File: config.mk
export PLATFORM = sky130hd
export DESIGN_NAME = seq_scan_ctrl_flat
export DESIGN_NICKNAME = d
export VERILOG_FILES = /design/src/rtl/seq_scan_ctrl_if.sv /design/src/rtl/seq_scan_ctrl.sv /design/src/flat_wrapper.sv
export SDC_FILE = /design/constraint.sdc
export NUM_CORES = 1
export LEC_CHECK = 0
export ABC_AREA = 1
export CAP_MARGIN = 5
export CORE_MARGIN = 1
export CORE_UTILIZATION = 54
export CTS_BUF_LIST = sky130_fd_sc_hd__clkbuf_2
export CTS_CLUSTER_DIAMETER = 150
export DETAILED_ROUTE_END_ITERATION = 10
export GPL_TIMING_DRIVEN = 0
export PLACE_DENSITY = 0.81
export SLEW_MARGIN = 20
export SYNTH_ARGS = -nofsm -noshare
export SYNTH_HDL_FRONTEND = slang
export SYNTH_SLANG_ARGS = --single-unit
File: constraint.sdc
create_clock -name clk -period 1.5 [get_ports clk]
set_input_delay 0.225 -clock clk [delete_from_list [all_inputs] [get_ports clk]]
set_output_delay 0.225 -clock clk [all_outputs]
set_load 0.02 [all_outputs]
File: src/rtl/seq_scan_ctrl_if.sv
// Word-in / result-out stream bundle for seq_scan_ctrl.
// master = producer/consumer side, slave = the controller.
interface seq_scan_ctrl_if #(
  parameter int WIDTH = 8,
  parameter int CNT_W = 4
);
  logic [WIDTH-1:0] in_data;
  logic             in_valid;
  logic             in_ready;
  logic [CNT_W-1:0] out_count;
  logic             out_sat;
  logic             out_valid;
  logic             out_ready;

  modport master (
    output in_data, in_valid, out_ready,
    input  in_ready, out_count, out_sat, out_valid
  );

  modport slave (
    input  in_data, in_valid, out_ready,
    output in_ready, out_count, out_sat, out_valid
  );
endinterface

File: src/rtl/seq_scan_ctrl.sv
// Serializes a word LSB-first into an external 110 detector and counts its hits.
// Define SEQ_SCAN_CONTINUE_EN to carry detector state across word boundaries.
module seq_scan_ctrl #(
  parameter int WIDTH = 8,
  parameter int CNT_W = 4
) (
  input  logic               clk,
  input  logic               reset,
  seq_scan_ctrl_if.slave     bus,
  output logic               det_a,
  output logic               det_reset,
  input  logic               det_w
);
  localparam int IDX_W = (WIDTH > 1) ? $clog2(WIDTH) : 1;
  localparam logic [IDX_W-1:0] LAST = IDX_W'(WIDTH - 1);
  localparam logic [CNT_W-1:0] CNT_MAX = '1;
`ifdef SEQ_SCAN_CONTINUE_EN
  localparam bit CONTINUE = 1'b1;
`else
  localparam bit CONTINUE = 1'b0;
`endif

  typedef enum logic [2:0] {IDLE, CLR, SHIFT, DRAIN, DONE} state_t;

  state_t           state;
  logic [WIDTH-1:0] word;
  logic [IDX_W-1:0] idx;
  logic [CNT_W-1:0] cnt;
  logic             sat;
  logic             primed;
  logic             det_clr;
  logic             rdy;
  logic             vld;
  logic             inc;

  // det_w at SHIFT idx 0 still reflects the detector before this word's first bit
  always_comb begin
    inc = det_w && ((state == SHIFT && idx != '0) || state == DRAIN);
  end

  always_ff @(posedge clk) begin
    if (reset) begin
      state   <= IDLE;
      word    <= '0;
      idx     <= '0;
      cnt     <= '0;
      sat     <= 1'b0;
      primed  <= 1'b0;
      det_clr <= 1'b0;
      det_a   <= 1'b0;
      rdy     <= 1'b1;
      vld     <= 1'b0;
    end else begin
      det_clr <= 1'b0;
      det_a   <= 1'b0;
      if (inc) begin
        if (cnt == CNT_MAX) sat <= 1'b1;
        else                cnt <= cnt + 1'b1;
      end
      case (state)
        IDLE: if (bus.in_valid) begin
          word <= bus.in_data;
          cnt  <= '0;
          sat  <= 1'b0;
          idx  <= '0;
          rdy  <= 1'b0;
          if (primed) begin
            state <= SHIFT;
            det_a <= bus.in_data[0];
          end else begin
            state   <= CLR;
            det_clr <= 1'b1;
          end
        end
        CLR: begin
          state  <= SHIFT;
          det_a  <= word[0];
          primed <= CONTINUE;
        end
        // word shifts right so the next serial bit is always word[1]
        SHIFT: begin
          if (idx == LAST) begin
            state <= DRAIN;
          end else begin
            idx   <= idx + 1'b1;
            det_a <= word[1];
            word  <= word >> 1;
          end
        end
        DRAIN: begin
          state <= DONE;
          vld   <= 1'b1;
        end
        DONE: if (bus.out_ready) begin
          state <= IDLE;
          vld   <= 1'b0;
          rdy   <= 1'b1;
        end
        default: state <= IDLE;
      endcase
    end
  end

  // reset reaches the detector on the same edge that resets this controller
  assign det_reset     = det_clr | reset;
  assign bus.in_ready  = rdy;
  assign bus.out_valid = vld;
  assign bus.out_count = cnt;
  assign bus.out_sat   = sat;
endmodule

File: src/flat_wrapper.sv
// flat-port wrapper written by rule: the top's interface ports become plain ports
module seq_scan_ctrl_flat 
#(
  parameter int WIDTH = 8,
  parameter int CNT_W = 4
)
  (clk, reset, det_a, det_reset, det_w, bus_in_data, bus_in_valid, bus_out_ready, bus_in_ready, bus_out_count, bus_out_sat, bus_out_valid);
  seq_scan_ctrl_if #(.WIDTH(WIDTH), .CNT_W(CNT_W)) bus_i ();
  input  logic clk;
  input  logic reset;
  output logic det_a;
  output logic det_reset;
  input  logic det_w;
  input wire logic [$bits(bus_i.in_data)-1:0] bus_in_data;
  input wire logic [$bits(bus_i.in_valid)-1:0] bus_in_valid;
  input wire logic [$bits(bus_i.out_ready)-1:0] bus_out_ready;
  output wire logic [$bits(bus_i.in_ready)-1:0] bus_in_ready;
  output wire logic [$bits(bus_i.out_count)-1:0] bus_out_count;
  output wire logic [$bits(bus_i.out_sat)-1:0] bus_out_sat;
  output wire logic [$bits(bus_i.out_valid)-1:0] bus_out_valid;
  assign bus_i.in_data = bus_in_data;
  assign bus_i.in_valid = bus_in_valid;
  assign bus_i.out_ready = bus_out_ready;
  assign bus_in_ready = bus_i.in_ready;
  assign bus_out_count = bus_i.out_count;
  assign bus_out_sat = bus_i.out_sat;
  assign bus_out_valid = bus_i.out_valid;
  seq_scan_ctrl #(.WIDTH(WIDTH), .CNT_W(CNT_W)) u_core (.clk(clk), .reset(reset), .bus(bus_i), .det_a(det_a), .det_reset(det_reset), .det_w(det_w));
endmodule
==> flow_summary.ini <==
[worst_setup_path]
reg2reg_depth = 8
r2r_end = u_core.word[6]
startpoint_type = flop
r2r-start = u_core.idx[0]
reg2reg_slack_ps = 100
critical_path_arrival_ps = 1210
worst_path_max_delay_cell = dfxtp_1
cp_cell_sequence = or2_2 > clkdlybuf4s15_1
crit_path_max_fanout = 1
path_class = reg -> out
slowest_delay_ps = 340
cp.required_ps = 1270
worstSetupEndpointType = primary output

[sta]
slew_viol_final = 0
period_minus_slack_ps = 1440
hold_violations = 0
skew_ps = 3.72
fin_crit_sh_pct = 95.9
worst_slew_pin_slew_ps = 390
slew_headroom_pct = 74.0
finalSetupViolations = 0
rsz0062_at_grt = false
fmax_mhz = 695

[yosys]
synth_cell_types = 23
ys.flop_type = dfxtp_1
synth-seq-area-share_pct = 36.7
synth.top_cell.area_share_pct = 36.7
syn_area_um2 = 1250
yosysTopAreaCell = dfxtp_1
synth_nets = 205
synth-seq-cells = 23
yosys_warnings = 0
yosysMostFrequentCell = nand2_1
ys_top_cells_by_count = nand2_1 (57), nor2_1 (29), dfxtp_1 (23), inv_1 (23), nand3_1 (19)
avgSynthCellArea_um2 = 6.68
syn_inst = 188
async_flop_share_pct = 0
synth_edf_count = 0
ys_top_cells_by_area = dfxtp_1 (37%), nand2_1 (17%), nor2_1 (8.7%), nand3_1 (7.6%), inv_1 (6.9%)

[detailed_routing]
first_iter_violations = 16
avgRoutedWirePerCell_um = 10.5
routed_via_density = 5.00
first_pass_iters = 4
vias = 1200
wirelength_um = 2520
drc = 0
ant_nets = 0

[global_route]
grt_usage_pct = 23.3
grt_pass1_vias = 1116
grt-ovfl-total = 0
grt_max_degree = 13
antenna_found_initial = 0
grt_first_pass_wirelength_um = 4460

[cts]
htree_levels = 1
post_cts_buffers = 0
clock_latency_ps = 330
cts_max_path_buffers = 2
cts-buffers-inserted = 3
cts-root-buf = clkbuf_2
cts_num_sinks = 23
cts_hold_buf = 0
path_clk_slew_ps = 210
cts_tree = yes

[min_path]
holdCritPathClass = in -> reg
hold-path-endpoint = u_core.det_clr
whs_path_depth = 2
worstHoldStart = reset

[final_layout]
layout.nets = 230
antennaDiodeCount = 0
final_area_um2 = 1500
drive_gt1_share_pct = 11.8
area_growth_syn_to_layout_pct = 19.7

[die]
die_w_um = 50.2
die_area_um2 = 2520
dieHeight_um = 50.2
num_rows = 17
initial_core_util_pct = 57.3
core_um2 = 2190
ioPinCount = 22

[run]
drv_cap = 0

[power]
power_w = 0.00170
vdd_ir_drop_max_mv = 0.930
p_leak_nw = 0.772
power_density_nw_per_um2 = 1130

[status]
outcome = completed

[placed_design]
routabilityCongestion = 0.810
portBuffers = 20
hpwl_um = 1950
place_area_um2 = 1490
==> through the flow <==
| stage | utilization (%) | instances | setup WS [ps] | TNS (ps) | hold WS, ps |
|---|---|---|---|---|---|
| finish | 68.6 | 240 | 61.1 | 0 | 229 |
| floorplan | - | 188 | 233 | 0 | 408 |
| detailed placement | 68.0 | 236 | -19.3 | -19.3 | 450 |
| CTS | 68.5 | 240 | 12.1 | 0 | 216 |
| global placement | 68.0 | 236 | -20.3 | -20.3 | 437 |
| global route | 68.6 | 240 | 4.52 | 0 | 267 |
==> cells by family (layout without fill, tap and decap cells) <==
kind of cell	Yosys count	in the layout	share of synthesized area (%)
fa+ha+maj	4	4	3.99
simple gates	120	120	44.0
compound gates	8	8	3.49
flops	23	23	36.7
buf+inv	32	56	11.2
xor+xnor	1	1	0.698
==> layout make-up <==
cell class                      count  area [µm²]
Timing Repair Buffer               20         190
Buffer                              5        38.8
Multi-Input combinational cell    133         654
Clock buffer                        4        20.0
Sequential cell                    23         463
Fill cell                         186         688
Inverter                           27         101
Tap cell                           28        35.0
==> worst max-delay path: cells and delay by family, from the launching register on <==
kind          cells  cell delay [ps]
buf+inv           1              290
simple gates      1              260
flops             1              340
==> how the worst max path moves through the flow <==
stage	startpoint	endpoint	slack [ps]	cells after the start
6_report	u_core.det_clr	det_reset	60	2
5_1_grt	u_core.idx[0]	u_core.word[6]	5	8
4_1_cts	u_core.det_clr	det_reset	10	2
3_5_place_dp	reset	det_reset	-20	3
3_3_place_gp	reset	det_reset	-20	3
2_1_floorplan	u_core.bus.out_count[0]	u_core.bus.out_count[1]	230	6
==> flip-flops by register name (all words and copies together), names as in the netlist <==
register,count
u_core.bus.in_ready,1
u_core.bus.out_count,4
u_core.bus.out_sat,1
u_core.bus.out_valid,1
u_core.det_a,1
u_core.det_clr,1
u_core.idx,3
u_core.state,3
u_core.word,8
==> report_power, final <==
| group | internal, W | switching [W] | total [W] | leakage, nW |
|---|---|---|---|---|
| sequential | 0.000711 | 0.0000816 | 0.000793 | 0.190 |
| clock | 0.0000705 | 0.000185 | 0.000255 | 0.0166 |
| combinational | 0.000256 | 0.000394 | 0.000650 | 0.565 |
==> layout by cell type, fill, tap and decap left out, types with 2 or more instances in the layout <==
cell and count:
a21oi_1 7, buf_6 2, clkbuf_2 4, clkdlybuf4s50_1 11, dfxtp_1 21, dfxtp_2 2, dlygate4sd2_1 8, ha_1 4
inv_1 23, inv_2 4, nand2_1 57, nand3_1 19, nand3_2 2, nand3b_1 2, nand4_1 3, nor2_1 29
nor2_4 3
==> metal layers <==
layer / routed length [µm] / track usage (%)
met4: 24 / 10.5
met2: 1300 / 41.3
met5: 0 / 0
met3: 70 / 3.64
met1: 1130 / 27.0
==> timing repair <==
action / CTS / global route
endpoints found under the setup margin: 9 / 1
pin swaps: 0 / 0
gates resized for setup: 11 / 1
(Power assumes the default switching activity.)
